--- config.mk ---
export PLATFORM = sky130hd
export DESIGN_NAME = simon_sequence_player
export DESIGN_NICKNAME = d
export VERILOG_FILES = /design/src/rtl/simon_sequence_player.sv
export SDC_FILE = /design/constraint.sdc
export NUM_CORES = 1
export LEC_CHECK = 0
export ABC_AREA = 1
export BUFFER_PORTS_ARGS = -buffer_cell sky130_fd_sc_hd__buf_4
export CAP_MARGIN = 25
export CORE_ASPECT_RATIO = 1.5
export CORE_UTILIZATION = 50
export CTS_CLUSTER_DIAMETER = 80
export DETAILED_ROUTE_END_ITERATION = 16
export PLACE_DENSITY = 0.68
export SLEW_MARGIN = 20
export SYNTH_ARGS = -nofsm -noshare
export SYNTH_HDL_FRONTEND = slang
export SYNTH_SLANG_ARGS = --single-unit
--- constraint.sdc ---
create_clock -name clock -period 2.1 [get_ports clock]
set_input_delay 0.105 -clock clock [delete_from_list [all_inputs] [get_ports clock]]
set_output_delay 0.105 -clock clock [all_outputs]
set_load 0.03 [all_outputs]
--- src/rtl/simon_sequence_player.sv ---
// simon_sequence_player: stores a short direction sequence and replays it on
// the four Simon arrow pads via a valid/ready pixel-block plot request.
// Optional build macro SIMON_TONE_EN adds tone_code, which carries the
// direction of the pad being held lit.
module simon_sequence_player #(
  parameter int          SEQ_DEPTH   = 16,
  parameter int          HOLD_CYCLES = 25000000,
  parameter int          GAP_CYCLES  = 12500000,
  parameter logic [2:0]  IDLE_COLOR  = 3'b111,
  parameter logic [2:0]  LIT_COLOR   = 3'b010,
  localparam int         CW          = $clog2(SEQ_DEPTH + 1)
) (
  input  logic          clock,
  input  logic          reset_n,
  input  logic          seq_clear,
  input  logic          seq_wr_en,
  input  logic [1:0]    seq_wr_dir,
  input  logic          begin_signal,
  input  logic          stop,
  input  logic          plot_ready,
  output logic          plot_valid,
  output logic [7:0]    out_x,
  output logic [6:0]    out_y,
  output logic [2:0]    out_color,
  output logic [CW-1:0] seq_count,
  output logic          seq_full,
  output logic          busy,
`ifdef SIMON_TONE_EN
  output logic [2:0]    tone_code,
`endif
  output logic          done
);

  // state     | meaning
  // S_INIT    | draw the four pads in idle colour (up, down, left, right)
  // S_IDLE    | accept sequence edits and begin_signal
  // S_LIGHT   | request current pad in lit colour
  // S_HOLD    | keep pad lit for HOLD_CYCLES unstopped clocks
  // S_UNLIGHT | request current pad back in idle colour
  // S_GAP     | wait GAP_CYCLES unstopped clocks before next step
  // S_DONE    | one-cycle done pulse
  typedef enum logic [2:0] {
    S_INIT, S_IDLE, S_LIGHT, S_HOLD, S_UNLIGHT, S_GAP, S_DONE
  } state_t;

  localparam int MAXC = (HOLD_CYCLES > GAP_CYCLES) ? HOLD_CYCLES : GAP_CYCLES;
  localparam int CNTW = $clog2(MAXC + 1);
  localparam logic [CNTW-1:0] HOLD_LAST = CNTW'(HOLD_CYCLES - 1);
  localparam logic [CNTW-1:0] GAP_LAST  = CNTW'(GAP_CYCLES - 1);
  // Memory is sized to the full index range so a CW-bit index never overruns.
  localparam int MEM_N = 1 << CW;
  localparam logic [CW-1:0] DEPTH_C = CW'(SEQ_DEPTH);

  state_t          state;
  logic [1:0]      mem [MEM_N];
  logic [1:0]      init_idx;
  logic [CW-1:0]   step;
  logic [CNTW-1:0] cnt;

  logic [1:0]      init_dir;
  logic [CW-1:0]   step_nx;
  logic [1:0]      issue_dir;
  logic            wr_ok;

  function automatic logic [7:0] pad_x(input logic [1:0] d);
    case (d)
      2'b00:   pad_x = 8'd78;
      2'b01:   pad_x = 8'd78;
      2'b10:   pad_x = 8'd82;
      default: pad_x = 8'd74;
    endcase
  endfunction

  function automatic logic [6:0] pad_y(input logic [1:0] d);
    case (d)
      2'b00:   pad_y = 7'd54;
      2'b01:   pad_y = 7'd62;
      default: pad_y = 7'd58;
    endcase
  endfunction

  // Init order up, down, left, right is the Gray sequence 00,01,11,10.
  assign init_dir  = {init_idx[1], init_idx[1] ^ init_idx[0]};
  assign step_nx   = step + 1'b1;
  assign issue_dir = (state == S_IDLE) ? mem[0] : mem[step_nx];
  assign seq_full  = (seq_count == DEPTH_C);
  assign wr_ok     = (state == S_IDLE) && !seq_clear && seq_wr_en && !seq_full;

  // Sequence storage; contents are don't-care beyond seq_count so no reset.
  always_ff @(posedge clock) begin
    if (reset_n && wr_ok) begin
      mem[seq_count] <= seq_wr_dir;
    end
  end

  // Playback controller with registered plot request and status outputs.
  always_ff @(posedge clock) begin
    if (!reset_n) begin
      state      <= S_INIT;
      init_idx   <= '0;
      step       <= '0;
      cnt        <= '0;
      seq_count  <= '0;
      plot_valid <= 1'b0;
      out_x      <= '0;
      out_y      <= '0;
      out_color  <= '0;
      done       <= 1'b0;
      busy       <= 1'b1;
`ifdef SIMON_TONE_EN
      tone_code  <= 3'b000;
`endif
    end else begin
      done <= 1'b0;
      case (state)
        S_INIT: begin
          if (!plot_valid) begin
            plot_valid <= 1'b1;
            out_x      <= pad_x(init_dir);
            out_y      <= pad_y(init_dir);
            out_color  <= IDLE_COLOR;
          end else if (plot_ready) begin
            plot_valid <= 1'b0;
            init_idx   <= init_idx + 1'b1;
            if (init_idx == 2'd3) begin
              state <= S_IDLE;
              busy  <= 1'b0;
            end
          end
        end

        S_IDLE: begin
          if (seq_clear) begin
            seq_count <= '0;
          end else if (wr_ok) begin
            seq_count <= seq_count + 1'b1;
          end
          if (begin_signal) begin
            step <= '0;
            busy <= 1'b1;
            if (seq_count == '0) begin
              state <= S_DONE;
              done  <= 1'b1;
            end else begin
              state      <= S_LIGHT;
              plot_valid <= 1'b1;
              out_x      <= pad_x(issue_dir);
              out_y      <= pad_y(issue_dir);
              out_color  <= LIT_COLOR;
            end
          end
        end

        S_LIGHT: begin
          if (plot_ready) begin
            plot_valid <= 1'b0;
            cnt        <= '0;
            state      <= S_HOLD;
`ifdef SIMON_TONE_EN
            tone_code  <= {1'b1, mem[step]};
`endif
          end
        end

        S_HOLD: begin
          if (!stop) begin
            if (cnt == HOLD_LAST) begin
              state      <= S_UNLIGHT;
              plot_valid <= 1'b1;
              out_color  <= IDLE_COLOR;
`ifdef SIMON_TONE_EN
              tone_code  <= 3'b000;
`endif
            end else begin
              cnt <= cnt + 1'b1;
            end
          end
        end

        S_UNLIGHT: begin
          if (plot_ready) begin
            plot_valid <= 1'b0;
            cnt        <= '0;
            state      <= S_GAP;
          end
        end

        S_GAP: begin
          if (!stop) begin
            if (cnt == GAP_LAST) begin
              if (step == seq_count - 1'b1) begin
                state <= S_DONE;
                done  <= 1'b1;
              end else begin
                step       <= step_nx;
                state      <= S_LIGHT;
                plot_valid <= 1'b1;
                out_x      <= pad_x(issue_dir);
                out_y      <= pad_y(issue_dir);
                out_color  <= LIT_COLOR;
              end
            end else begin
              cnt <= cnt + 1'b1;
            end
          end
        end

        S_DONE: begin
          state <= S_IDLE;
          busy  <= 1'b0;
        end

        default: state <= S_INIT;
      endcase
    end
  end

endmodule

==> impl_metrics.prom, run 1 <==
# TYPE chip_impl_metric gauge
chip_impl_metric{name="die_x",unit="um"} 94.0
chip_impl_metric{name="boundaryPins",unit=""} 36
chip_impl_info{name="clk_root_buffer_cell",value="sky130_fd_sc_hd__clkbuf_16"} 1
chip_impl_info{name="endpoint_kind",value="flip-flop"} 1
chip_impl_metric{name="dr.first_iter.drc_count",unit=""} 395
chip_impl_metric{name="synth_largest_type_area_fraction",unit=""} 0.303
chip_impl_metric{name="floorplan.die.height",unit="um"} 140
chip_impl_metric{name="synth_cell_types",unit=""} 42
chip_impl_metric{name="grt_usage",unit=""} 0.266
chip_impl_metric{name="postRouteAntennaNets",unit=""} 0
chip_impl_metric{name="seq_area_frac_synth",unit=""} 0.461
chip_impl_info{name="dominantRegCellSynth",value="sky130_fd_sc_hd__edfxtp_1"} 1
chip_impl_metric{name="grt_pass1_wl",unit="um"} 26600
chip_impl_metric{name="clk-insertion-delay-late",unit="ps"} 420
chip_impl_metric{name="clkSinkCount",unit=""} 114
chip_impl_metric{name="globalRoute.totalOverflow",unit=""} 0
chip_impl_metric{name="numPortBuffers",unit=""} 30
chip_impl_metric{name="synthesis.yosys.warnings",unit=""} 0
chip_impl_metric{name="static-leakage-power",unit="nW"} 3.00
chip_impl_metric{name="timing.fmax",unit="MHz"} 473
chip_impl_metric{name="wirelength",unit="um"} 16300
chip_impl_metric{name="arrival_time_reported_for_the_critical_path_endpoint",unit="ps"} 2220
chip_impl_metric{name="post_synth_edffs",unit=""} 64
chip_impl_metric{name="drt_drc_violations_left",unit=""} 0
chip_impl_metric{name="post-dp-hpwl",unit="um"} 11500
chip_impl_info{name="run_status",value="finished with violations"} 1
chip_impl_metric{name="num_antenna_cells",unit=""} 0
chip_impl_metric{name="path_max_fanout",unit=""} 8
chip_impl_metric{name="clock_skew",unit="ps"} 9.51
chip_impl_metric{name="cp_data_required_time",unit="ps"} 2210
chip_impl_metric{name="post_route_cells_drive_above_1_share",unit=""} 0.182
chip_impl_metric{name="routed_via_density",unit=""} 5.47
chip_impl_metric{name="finish.net_count",unit=""} 870
chip_impl_metric{name="setup_viol",unit=""} 2
chip_impl_metric{name="hold_viol",unit=""} 0
chip_impl_metric{name="ys_seq_elements",unit=""} 114
chip_impl_metric{name="asyncSetResetFlopFracSynth",unit=""} 0
chip_impl_metric{name="cap_viol_max_count",unit=""} 0
chip_impl_metric{name="htree_depth",unit=""} 4
chip_impl_metric{name="routed-via-count",unit=""} 5577
chip_impl_metric{name="initial_utilization",unit=""} 0.510
chip_impl_info{name="post_synth_main_area_contributors",value="sky130_fd_sc_hd__edfxtp_1 30%, sky130_fd_sc_hd__dfxtp_1 16%, sky130_fd_sc_hd__nand2_1 10%"} 1
chip_impl_metric{name="core_area",unit="um2"} 12400
chip_impl_metric{name="ctsLongestPathBuffers",unit=""} 2
chip_impl_info{name="synthMostInstantiatedCell",value="sky130_fd_sc_hd__nand2_1"} 1
chip_impl_metric{name="cts.reportedPaths.clkPinSlew",unit="ps"} 60
chip_impl_metric{name="fin_ws",unit="ps"} -13.7
chip_impl_metric{name="grt_max_degree",unit=""} 33
chip_impl_metric{name="min_period_over_period",unit=""} 1.01
chip_impl_metric{name="avgRoutedWirePerCell",unit="um"} 16.0
chip_impl_metric{name="postSynthAreaPerCell",unit="um2"} 7.93
chip_impl_info{name="synth_top_cells_by_count",value="172 x sky130_fd_sc_hd__nand2_1, 119 x sky130_fd_sc_hd__nor2_1, 89 x sky130_fd_sc_hd__nand3_1"} 1
chip_impl_metric{name="power.ir.vdd_worst",unit="mV"} 0.891
chip_impl_metric{name="final-max-slew-violation-count",unit=""} 0
chip_impl_metric{name="synth.cell_area",unit="um2"} 6340
chip_impl_metric{name="power.density_cell_area",unit="nW/um2"} 1220
chip_impl_info{name="synthDominantAreaCellType",value="sky130_fd_sc_hd__edfxtp_1"} 1
chip_impl_info{name="rsz0062_at_grt",value="yes"} 1
chip_impl_info{name="violations",value="setup timing"} 1
chip_impl_metric{name="area_delta_synth_final",unit="%"} 18.7
chip_impl_metric{name="synthesized_instance_count",unit=""} 800
chip_impl_metric{name="fin_worst_hold_slack",unit="ps"} 30.9
chip_impl_metric{name="finalWorstPathRequiredPeriod",unit="ps"} 2110
chip_impl_metric{name="rows",unit=""} 50
chip_impl_metric{name="initial_antenna_violation_count",unit=""} 0
chip_impl_metric{name="grt_pass1_vias",unit=""} 5600
chip_impl_metric{name="final_layout_setup_total_negative_slack",unit="ps"} -26.8
chip_impl_info{name="crit_path_start_kind",value="flip-flop"} 1
chip_impl_metric{name="finalWeightedCongestion",unit=""} 0.917
chip_impl_metric{name="cts-buffers-inserted",unit=""} 17
chip_impl_info{name="worst-setup-path-type",value="reg2reg"} 1
chip_impl_metric{name="die_area",unit="um2"} 13200
chip_impl_info{name="timing.hold.worst.class",value="in2reg"} 1
chip_impl_info{name="cts_tree",value="yes"} 1
chip_impl_metric{name="detailedRoute.firstPassIterationCount",unit=""} 5
## metrics by stage
step | cell area, um2 | util | setup WS [ps] | std cells | total power (W)
after global routing | 7530 | 0.605 | -89.6 | 1019 | 0.00969
after detailed placement | 6820 | 0.547 | 28.6 | 986 | 0.00606
after global placement | 6820 | 0.547 | 82.5 | 986 | 0.00600
after CTS | 7450 | 0.599 | 25.6 | 1019 | 0.00911
final | 7530 | 0.605 | -13.7 | 1019 | 0.00919
after floorplan | 6370 | - | 32.4 | 806 | 0.00514
## path summary, 6_finish.rpt
| path | endpoint | start | slack (ps) | cells after the start |
|---|---|---|---|---|
| worst min register to register | cnt[24] | cnt[24] | 470 | 2 |
| worst max-delay path | mem[19][1] | seq_count[1] | -10 | 7 |
| worst min-delay path | busy | reset_n | 30 | 2 |
| worst max register to register | mem[19][1] | seq_count[1] | -10 | 7 |
## flip-flops by register name, indices dropped and copies added, names as in the netlist, 2 cells and up
name / count
mem: 64
init_idx: 2
out_color: 2
cnt: 25
out_x: 4
state: 3
step: 5
seq_count: 5
## cell usage in the layout, fill, tap and decap left out, types with 3 or more instances in the layout
cell type,synthesis,routed
sky130_fd_sc_hd__inv_2,8,8
sky130_fd_sc_hd__inv_4,3,3
sky130_fd_sc_hd__nand2_2,7,9
sky130_fd_sc_hd__a21oi_2,5,5
sky130_fd_sc_hd__nor2_1,119,118
sky130_fd_sc_hd__o21ai_0,21,20
sky130_fd_sc_hd__o21ai_1,5,5
sky130_fd_sc_hd__nand2_1,172,168
sky130_fd_sc_hd__dfxtp_2,0,5
sky130_fd_sc_hd__nand3_2,2,3
sky130_fd_sc_hd__clkbuf_16,0,17
sky130_fd_sc_hd__nor2_4,6,6
sky130_fd_sc_hd__clkinvlp_4,0,6
sky130_fd_sc_hd__a21oi_1,39,39
sky130_fd_sc_hd__nand4_1,18,18
sky130_fd_sc_hd__o211ai_1,4,4
sky130_fd_sc_hd__ha_1,11,9
sky130_fd_sc_hd__inv_1,63,63
sky130_fd_sc_hd__bufinv_16,0,4
sky130_fd_sc_hd__xor2_1,20,20
sky130_fd_sc_hd__conb_1,1,7
sky130_fd_sc_hd__dfxtp_1,50,44
sky130_fd_sc_hd__xnor2_1,7,7
sky130_fd_sc_hd__nor2_2,2,3
sky130_fd_sc_hd__buf_4,19,66
sky130_fd_sc_hd__nor3_1,20,20
sky130_fd_sc_hd__edfxtp_1,64,64
sky130_fd_sc_hd__nand3_1,89,88
## cells by family (layout without fill, tap and decap cells)
| family | after synthesis | after routing | synth area share |
|---|---|---|---|
| simple gates | 446 | 446 | 0.317 |
| xor+xnor | 28 | 28 | 0.0398 |
| compound gates | 81 | 81 | 0.0718 |
| fa+ha+maj | 11 | 11 | 0.0217 |
| flops | 114 | 114 | 0.461 |
| buf+inv | 119 | 176 | 0.0883 |
| other cells | 1 | 7 | 0.000591 |
## timing repair
item	4_1_cts	5_1_grt
setup buffers	0	0
hold endpoints to repair	1	0
endpoints found under the setup margin	0	81
gates resized for setup	0	21
hold buffers	1	0
## critical path: stages (launching register included)
cell and delay [ps]:
sky130_fd_sc_hd__dfxtp_1 330, sky130_fd_sc_hd__inv_1 60, sky130_fd_sc_hd__ha_1 230, sky130_fd_sc_hd__nand3_1 150, sky130_fd_sc_hd__nand3_2 100, sky130_fd_sc_hd__nor2_1 300
sky130_fd_sc_hd__nand2_1 350, sky130_fd_sc_hd__nor2_1 290
## layer usage
layer,track usage,vias to the layer above,routed length [um],part of all wire
li1,-,2722,-,-
met1,0.278,2618,6060,0.37
met2,0.475,178,8600,0.53
met3,0.0554,59,754,0.046
met4,0.168,0,905,0.055
met5,0,-,0,0
## where the power goes
group,switching [W],total [W],internal [W]
logic,0.00227,0.00345,0.00118
registers,0.000160,0.00269,0.00253
clock network,0.00104,0.00305,0.00201
total,0.00347,0.00919,0.00572
## cell type report
type	count	area, um2
Fill cell	1144	4920
Multi-Input combinational cell	573	2950
Sequential cell	114	2930
Timing Repair Buffer	69	537
Clock buffer	19	443
Inverter	75	289
Tap cell	156	195
Clock inverter	13	184
No activity file was read; power rests on OpenSTA's default activity.
==> run 2, diff against run 1 <==
--- a/config.mk
+++ b/config.mk
@@ -13,7 +13,8 @@
 export CTS_CLUSTER_DIAMETER = 80
 export DETAILED_ROUTE_END_ITERATION = 16
 export PLACE_DENSITY = 0.68
-export SLEW_MARGIN = 20
+export SETUP_SLACK_MARGIN = 0.2
+export SLEW_MARGIN = 40
 export SYNTH_ARGS = -nofsm -noshare
 export SYNTH_HDL_FRONTEND = slang
 export SYNTH_SLANG_ARGS = --single-unit
==> run 2 against run 1 <==
Against the previous run:
- the run now ends clean
- non-clock buffer count up 12
- critical path type unchanged
- count of clock-buffer cells in the layout unchanged
- largest cell class unchanged
- first-iteration DRC count shrank 1.3%
- worst hold slack better by 1.5 ps
- highest routed layer unchanged
- cell count grew 1.5%
- sequential share of layout area fell by 3.1 points
- cell area grew 9.4%
==> impl_metrics.prom, run 2 (same netlist as run 1, synthesis figures left out) <==
# TYPE chip_impl_metric gauge
chip_impl_metric{name="fin_worst_hold_slack",unit="ps"} 32.4
chip_impl_metric{name="numPortBuffers",unit=""} 30
chip_impl_metric{name="wirelength",unit="um"} 18000
chip_impl_metric{name="finalWeightedCongestion",unit=""} 0.924
chip_impl_metric{name="arrival_time_reported_for_the_critical_path_endpoint",unit="ps"} 2250
chip_impl_info{name="crit_path_start_kind",value="flip-flop"} 1
chip_impl_metric{name="postRouteAntennaNets",unit=""} 0
chip_impl_info{name="most_frequent_standard_cell_in_the_layout_excluding_fill_and_tap_cells",value="sky130_fd_sc_hd__nand2_1"} 1
chip_impl_metric{name="post_route_cells_drive_above_1_share",unit=""} 0.298
chip_impl_info{name="timing.critical_path.from",value="step[0]"} 1
chip_impl_info{name="reg2reg_to",value="out_x[3]"} 1
chip_impl_metric{name="routed-via-count",unit=""} 5839
chip_impl_metric{name="clkSinkCount",unit=""} 114
chip_impl_metric{name="routed_via_density",unit=""} 5.65
chip_impl_metric{name="die_x",unit="um"} 94.0
chip_impl_info{name="rsz0062_at_grt",value="yes"} 1
chip_impl_metric{name="r2r_slack",unit="ps"} 160
chip_impl_metric{name="grt_usage",unit=""} 0.268
chip_impl_metric{name="dr.first_iter.drc_count",unit=""} 390
chip_impl_metric{name="cap_viol_max_count",unit=""} 0
chip_impl_metric{name="detailedRoute.firstPassIterationCount",unit=""} 5
chip_impl_metric{name="core_area",unit="um2"} 12400
chip_impl_metric{name="initial_antenna_violation_count",unit=""} 0
chip_impl_metric{name="floorplan.die.height",unit="um"} 140
chip_impl_metric{name="static-leakage-power",unit="nW"} 3.27
chip_impl_metric{name="hold_viol",unit=""} 0
chip_impl_metric{name="drt_drc_violations_left",unit=""} 0
chip_impl_metric{name="boundaryPins",unit=""} 36
chip_impl_metric{name="power.ir.vdd_worst",unit="mV"} 1.12
chip_impl_info{name="endpoint_kind",value="flip-flop"} 1
chip_impl_info{name="worst-setup-path-type",value="reg2reg"} 1
chip_impl_info{name="cts_tree",value="yes"} 1
chip_impl_metric{name="cts.reportedPaths.clkPinSlew",unit="ps"} 60
chip_impl_metric{name="rows",unit=""} 50
chip_impl_info{name="final_cell_mix",value="156 x sky130_fd_sc_hd__nand2_1, 94 x sky130_fd_sc_hd__nor2_1, 65 x sky130_fd_sc_hd__buf_4, 64 x sky130_fd_sc_hd__edfxtp_1, 61 x sky130_fd_sc_hd__nand3_1"} 1
chip_impl_metric{name="grt_pass1_wl",unit="um"} 26700
chip_impl_metric{name="crit_cells",unit=""} 15
chip_impl_metric{name="path_buf_inv",unit=""} 4
chip_impl_metric{name="num_antenna_cells",unit=""} 0
chip_impl_metric{name="finalNonFillerCells",unit=""} 1034
chip_impl_metric{name="cts-buffers-inserted",unit=""} 17
chip_impl_info{name="crit_path_end",value="out_x[3]"} 1
chip_impl_info{name="run_status",value="finished clean"} 1
chip_impl_info{name="timing.critical_path.max_delay_family",value="simple AND/OR/NAND/NOR gates"} 1
chip_impl_metric{name="ctsLongestPathBuffers",unit=""} 2
chip_impl_metric{name="min_period_over_period",unit=""} 0.923
chip_impl_metric{name="die_area",unit="um2"} 13200
chip_impl_metric{name="finalWorstPathRequiredPeriod",unit="ps"} 1940
chip_impl_metric{name="cp_data_required_time",unit="ps"} 2410
chip_impl_info{name="crit_path_frequent_cell",value="sky130_fd_sc_hd__nand2_1"} 1
chip_impl_info{name="worstReg2RegStart",value="step[0]"} 1
chip_impl_metric{name="avgRoutedWirePerCell",unit="um"} 17.4
chip_impl_info{name="worstPathCellList",value="buf_6, clkinvlp_4, buf_6, nand2_1, nand2_1, nand2_1, nand3_1, nand3_2, nand3_2, nand3_4, nand2_2, nand2_2, nand4_1, nand2_1, inv_1"} 1
chip_impl_metric{name="globalRoute.totalOverflow",unit=""} 0
chip_impl_metric{name="initial_utilization",unit=""} 0.510
chip_impl_metric{name="largest_reg_flops",unit=""} 64
chip_impl_metric{name="clk-insertion-delay-late",unit="ps"} 420
chip_impl_metric{name="placedCellCount",unit=""} 982
chip_impl_metric{name="area_delta_synth_final",unit="%"} 29.9
chip_impl_metric{name="htree_depth",unit=""} 4
chip_impl_metric{name="post-dp-hpwl",unit="um"} 11500
chip_impl_metric{name="grt_pass1_vias",unit=""} 5559
chip_impl_metric{name="cpPeakStageDelay",unit="ps"} 360
chip_impl_metric{name="final-max-slew-violation-count",unit=""} 0
chip_impl_metric{name="path_max_fanout",unit=""} 7
chip_impl_metric{name="finish.net_count",unit=""} 885
chip_impl_metric{name="setup_viol",unit=""} 0
chip_impl_info{name="clk_root_buffer_cell",value="sky130_fd_sc_hd__clkbuf_16"} 1
chip_impl_info{name="timing.hold.worst.class",value="in2reg"} 1
chip_impl_info{name="hold_start",value="reset_n"} 1
chip_impl_metric{name="grt_max_degree",unit=""} 40
chip_impl_metric{name="clock_skew",unit="ps"} 9.93
chip_impl_info{name="top_regs",value="mem (64), cnt (25)"} 1
chip_impl_metric{name="power.density_cell_area",unit="nW/um2"} 1240
chip_impl_metric{name="timing.fmax",unit="MHz"} 516
chip_impl_info{name="critPathSlowestCell",value="sky130_fd_sc_hd__dfxtp_2"} 1
chip_impl_info{name="register_bank_with_the_most_flops",value="mem"} 1
chip_impl_metric{name="worst_r2r_path_depth",unit=""} 15
[run 2: changes by cell type in the layout (fill, tap and decap cells not counted), sizes merged]
cell      delta
buf          +8
clkinv       +7
clkbuf       +4
clkinvlp     -4
inv          -3
nand2        +3
[run 2: worst reg2reg max path, stage by stage, from the launching register on]
cell	delay, ps
sky130_fd_sc_hd__dfxtp_2	360
sky130_fd_sc_hd__buf_6	130
sky130_fd_sc_hd__clkinvlp_4	200
sky130_fd_sc_hd__buf_6	210
sky130_fd_sc_hd__nand2_1	60
sky130_fd_sc_hd__nand2_1	50
sky130_fd_sc_hd__nand2_1	50
sky130_fd_sc_hd__nand3_1	140
sky130_fd_sc_hd__nand3_2	140
sky130_fd_sc_hd__nand3_2	100
sky130_fd_sc_hd__nand3_4	100
sky130_fd_sc_hd__nand2_2	60
sky130_fd_sc_hd__nand2_2	60
sky130_fd_sc_hd__nand4_1	70
sky130_fd_sc_hd__nand2_1	80
sky130_fd_sc_hd__inv_1	30
[run 2: timing repair]
| item | in CTS | in global routing |
|---|---|---|
| hold buffers | 1 | 0 |
| pin swaps | 2 | 29 |
| setup buffers | 1 | 10 |
| gates cloned | 0 | 8 |
| endpoints found under the hold margin | 1 | 0 |
| setup endpoints to repair | 99 | 99 |
| gates resized for setup | 25 | 128 |
[run 2: metal layers]
layer,wire [um],vias to the layer above,GRT usage
met5,0,-,0
met4,1060,0,0.149
met3,943,74,0.0635
met2,9560,228,0.480
met1,6480,2761,0.281
li1,-,2776,-
[run 2: cell type report]
class                   count  area [um2]
repair buffers             81         787
flip-flops and latches    114        2950
clock buffers              19         433
multi-input cells         576        3410
clock inverters            13         166
well taps                 156         195
inverters                  75         299
fillers                   993        4210
[run 2: power by group]
part	switching (W)	total, W	leakage, nW	internal [W]
logic	0.00284	0.00453	1.98	0.00169
clock network	0.000995	0.00295	0.291	0.00196
registers	0.000183	0.00271	0.993	0.00253
total	0.00402	0.0102	3.27	0.00618
[run 2: per-stage QoR]
| step | total power (W) | setup TNS (ps) | area, um2 | worst slack, ps | util |
|---|---|---|---|---|---|
| 2_1_floorplan | 0.00514 | 0 | 6380 | 207 | - |
| 3_3_place_gp | 0.00602 | 0 | 6820 | 125 | 0.548 |
| 3_5_place_dp | 0.00608 | -7.57 | 6820 | -3.81 | 0.548 |
| 4_1_cts | 0.00912 | 0 | 7510 | 202 | 0.603 |
| 5_1_grt | 0.0107 | 0 | 8240 | 72.1 | 0.662 |
| 6_report | 0.0102 | 0 | 8240 | 161 | 0.662 |
[run 2: worst min path at each step]
| stage | to | slack (ps) | cells past startpoint |
|---|---|---|---|
| 6_report | busy | 30 | 2 |
| 2_1_floorplan | mem[0][0] | 200 | 0 |
| 3_5_place_dp | done | 400 | 3 |
| 3_3_place_gp | done | 400 | 3 |
| 4_1_cts | busy | 20 | 2 |
| 5_1_grt | busy | 40 | 2 |
==> run 3, diff against run 2 <==
--- a/config.mk
+++ b/config.mk
@@ -10,9 +10,9 @@
 export CAP_MARGIN = 25
 export CORE_ASPECT_RATIO = 1.5
 export CORE_UTILIZATION = 50
-export CTS_CLUSTER_DIAMETER = 80
 export DETAILED_ROUTE_END_ITERATION = 16
 export PLACE_DENSITY = 0.68
+export RECOVER_POWER = 25
 export SETUP_SLACK_MARGIN = 0.2
 export SLEW_MARGIN = 40
 export SYNTH_ARGS = -nofsm -noshare
==> run 3 against run 2 <==
Against the previous run:
- count of clock-buffer cells in the layout unchanged
- non-clock buffer count unchanged
- clock skew rose by 0.54 ps
- combinational power barely moved
- global-route usage stayed put
- setup slack gained 5.1 ps
- maximum frequency up 0.26%
- largest cell class unchanged
==> impl_metrics.prom, run 3 (same netlist as run 1, synthesis figures left out) <==
# TYPE chip_impl_metric gauge
chip_impl_info{name="run_status",value="finished clean"} 1
chip_impl_info{name="top_regs",value="mem (64), cnt (25)"} 1
chip_impl_metric{name="routed-via-count",unit=""} 5837
chip_impl_metric{name="grt_pass1_vias",unit=""} 5559
chip_impl_metric{name="finalWeightedCongestion",unit=""} 0.924
chip_impl_metric{name="timing.slew.headroom",unit=""} 0.0885
chip_impl_info{name="timing.hold.worst.class",value="in2reg"} 1
chip_impl_metric{name="path_max_fanout",unit=""} 7
chip_impl_metric{name="multiInputGateArea",unit="um2"} 3410
chip_impl_info{name="clk_root_buffer_cell",value="sky130_fd_sc_hd__clkbuf_16"} 1
chip_impl_metric{name="grt_max_degree",unit=""} 40
chip_impl_metric{name="cts.reportedPaths.clkPinSlew",unit="ps"} 60
chip_impl_metric{name="static-leakage-power",unit="nW"} 3.26
chip_impl_metric{name="p_comb_frac",unit=""} 0.444
chip_impl_metric{name="finish.net_count",unit=""} 885
chip_impl_metric{name="fillerInstances",unit=""} 995
chip_impl_metric{name="clkSinkCount",unit=""} 114
chip_impl_metric{name="grt_usage",unit=""} 0.268
chip_impl_info{name="worst-setup-path-type",value="reg2reg"} 1
chip_impl_info{name="endpoint_kind",value="flip-flop"} 1
chip_impl_metric{name="num_antenna_cells",unit=""} 0
chip_impl_metric{name="drt_drc_violations_left",unit=""} 0
chip_impl_metric{name="clock_skew",unit="ps"} 10.5
chip_impl_info{name="register_bank_with_the_most_flops",value="mem"} 1
chip_impl_metric{name="arrival_time_reported_for_the_critical_path_endpoint",unit="ps"} 2250
chip_impl_metric{name="detailedRoute.firstPassIterationCount",unit=""} 6
chip_impl_metric{name="worst_r2r_path_depth",unit=""} 15
chip_impl_metric{name="floorplan.die.height",unit="um"} 140
chip_impl_metric{name="clockPowerShare",unit=""} 0.289
chip_impl_metric{name="grt_pass1_wl",unit="um"} 26700
chip_impl_metric{name="finalWorstPathRequiredPeriod",unit="ps"} 1930
chip_impl_metric{name="cap_viol_max_count",unit=""} 0
chip_impl_metric{name="r2r_slack",unit="ps"} 170
chip_impl_metric{name="power.sequential.fraction",unit=""} 0.266
chip_impl_metric{name="postRouteAntennaNets",unit=""} 0
chip_impl_info{name="hold_start",value="reset_n"} 1
chip_impl_metric{name="initial_antenna_violation_count",unit=""} 0
chip_impl_metric{name="power.density_cell_area",unit="nW/um2"} 1240
chip_impl_info{name="crit_path_start_kind",value="flip-flop"} 1
chip_impl_metric{name="largest_reg_flops",unit=""} 64
chip_impl_metric{name="wirelength",unit="um"} 17900
chip_impl_metric{name="post-dp-hpwl",unit="um"} 11500
chip_impl_metric{name="ctsLongestPathBuffers",unit=""} 2
chip_impl_metric{name="setup_viol",unit=""} 0
chip_impl_metric{name="hold_viol",unit=""} 0
chip_impl_metric{name="power.ir.vdd_worst",unit="mV"} 1.12
chip_impl_metric{name="rows",unit=""} 50
chip_impl_metric{name="hold_path_depth",unit=""} 2
chip_impl_metric{name="routed_via_density",unit=""} 5.65
chip_impl_metric{name="clk-insertion-delay-late",unit="ps"} 420
chip_impl_metric{name="area.sequential",unit="um2"} 2950
chip_impl_info{name="rsz0062_at_grt",value="yes"} 1
chip_impl_metric{name="boundaryPins",unit=""} 36
chip_impl_info{name="worstReg2RegStart",value="step[0]"} 1
chip_impl_metric{name="cp_data_required_time",unit="ps"} 2410
chip_impl_metric{name="finalCoreUtilization",unit=""} 0.661
chip_impl_info{name="min_delay_worst_endpoint",value="busy"} 1
chip_impl_info{name="most_frequent_standard_cell_in_the_layout_excluding_fill_and_tap_cells",value="sky130_fd_sc_hd__nand2_1"} 1
chip_impl_metric{name="die_x",unit="um"} 94.0
chip_impl_metric{name="timing.fmax",unit="MHz"} 517
chip_impl_metric{name="post_route_cells_drive_above_1_share",unit=""} 0.296
chip_impl_metric{name="die_area",unit="um2"} 13200
chip_impl_metric{name="worst_slew_pin_slew",unit="ps"} 1370
chip_impl_metric{name="area_delta_synth_final",unit="%"} 29.7
chip_impl_metric{name="placed_instance_area",unit="um2"} 6820
chip_impl_metric{name="avgRoutedWirePerCell",unit="um"} 17.3
chip_impl_metric{name="core_area",unit="um2"} 12400
chip_impl_metric{name="dr.first_iter.drc_count",unit=""} 390
chip_impl_info{name="reg2reg_to",value="out_x[3]"} 1
chip_impl_metric{name="swShare",unit=""} 0.394
chip_impl_metric{name="layout.cell_area.non_filler",unit="um2"} 8230
chip_impl_metric{name="initial_utilization",unit=""} 0.510
chip_impl_metric{name="htree_depth",unit=""} 4
chip_impl_metric{name="cts-buffers-inserted",unit=""} 17
chip_impl_metric{name="final-max-slew-violation-count",unit=""} 0
chip_impl_metric{name="numPortBuffers",unit=""} 30
chip_impl_metric{name="globalRoute.totalOverflow",unit=""} 0
chip_impl_info{name="final_cell_mix",value="156 x sky130_fd_sc_hd__nand2_1, 94 x sky130_fd_sc_hd__nor2_1, 64 x sky130_fd_sc_hd__edfxtp_1, 63 x sky130_fd_sc_hd__buf_4, 61 x sky130_fd_sc_hd__nand3_1"} 1
chip_impl_info{name="cts_tree",value="yes"} 1
chip_impl_metric{name="net-switching-power",unit="W"} 0.00401
chip_impl_metric{name="fin_worst_hold_slack",unit="ps"} 31.9
chip_impl_metric{name="internal-power",unit="W"} 0.00618
chip_impl_metric{name="min_period_over_period",unit=""} 0.921
==> run 3: routing by layer <==
layer,global-route usage,vias up,routed length [um]
met4,0.149,0,1080
met5,0,-,0
met3,0.0635,79,1170
met2,0.480,251,9420
li1,-,2780,-
met1,0.281,2727,6230
==> run 3: critical path: stages (launching register included) <==
cell	delay (ps)
sky130_fd_sc_hd__dfxtp_2	360
sky130_fd_sc_hd__buf_6	130
sky130_fd_sc_hd__clkinvlp_4	200
sky130_fd_sc_hd__buf_6	210
sky130_fd_sc_hd__nand2_1	60
sky130_fd_sc_hd__nand2_1	50
sky130_fd_sc_hd__nand2_1	50
sky130_fd_sc_hd__nand3_1	140
sky130_fd_sc_hd__nand3_2	130
sky130_fd_sc_hd__nand3_2	100
sky130_fd_sc_hd__nand3_4	100
sky130_fd_sc_hd__nand2_2	60
sky130_fd_sc_hd__nand2_2	60
sky130_fd_sc_hd__nand4_1	70
sky130_fd_sc_hd__nand2_1	80
sky130_fd_sc_hd__inv_1	30
==> run 3: timing repair <==
action | in CTS | in global routing
pin swaps | 2 | 29
gates resized for setup | 25 | 128
endpoints found under the hold margin | 1 | 0
hold buffers | 1 | 0
setup endpoints to repair | 99 | 99
cloned | 0 | 8
setup buffers | 1 | 10
==> run 3: area by class of cell <==
type	count	area share
flip-flops and latches	114	0.359
multi-input cells	576	0.414
repair buffers	81	0.0947
clock inverters	13	0.0202
clock buffers	19	0.0526
well taps	156	0.0237
inverters	75	0.0363
==> run 3: worst max path at each step <==
stage	slack, ps	endpoint	cells past startpoint	start
final	170	out_x[3]	15	step[0]
after CTS	200	out_x[4]	13	step[0]
after floorplan	210	mem[10][0]	7	seq_count[0]
after global routing	70	cnt[13]	12	cnt[0]
after global placement	120	mem[18][1]	7	seq_count[0]
after detailed placement	-4	mem[18][1]	7	seq_count[0]
==> run 3: power by group through the flow <==
| stage | Combinational [W] | Sequential, W | Clock [W] |
|---|---|---|---|
| finish | 0.00452 | 0.00271 | 0.00295 |
| global route | 0.00486 | 0.00273 | 0.00310 |
| CTS | 0.00346 | 0.00269 | 0.00298 |
| detailed placement | 0.00336 | 0.00272 | 0 |
| global placement | 0.00331 | 0.00271 | 0 |
| floorplan | 0.00232 | 0.00282 | 0 |
==> run 3: stage by stage <==
stage | power (W) | std cells | setup WS (ps) | setup TNS [ps]
finish | 0.0102 | 1034 | 166 | 0
global route | 0.0107 | 1034 | 72.1 | 0
CTS | 0.00912 | 1016 | 202 | 0
detailed placement | 0.00608 | 982 | -3.81 | -7.57
global placement | 0.00602 | 982 | 125 | 0
floorplan | 0.00514 | 806 | 207 | 0
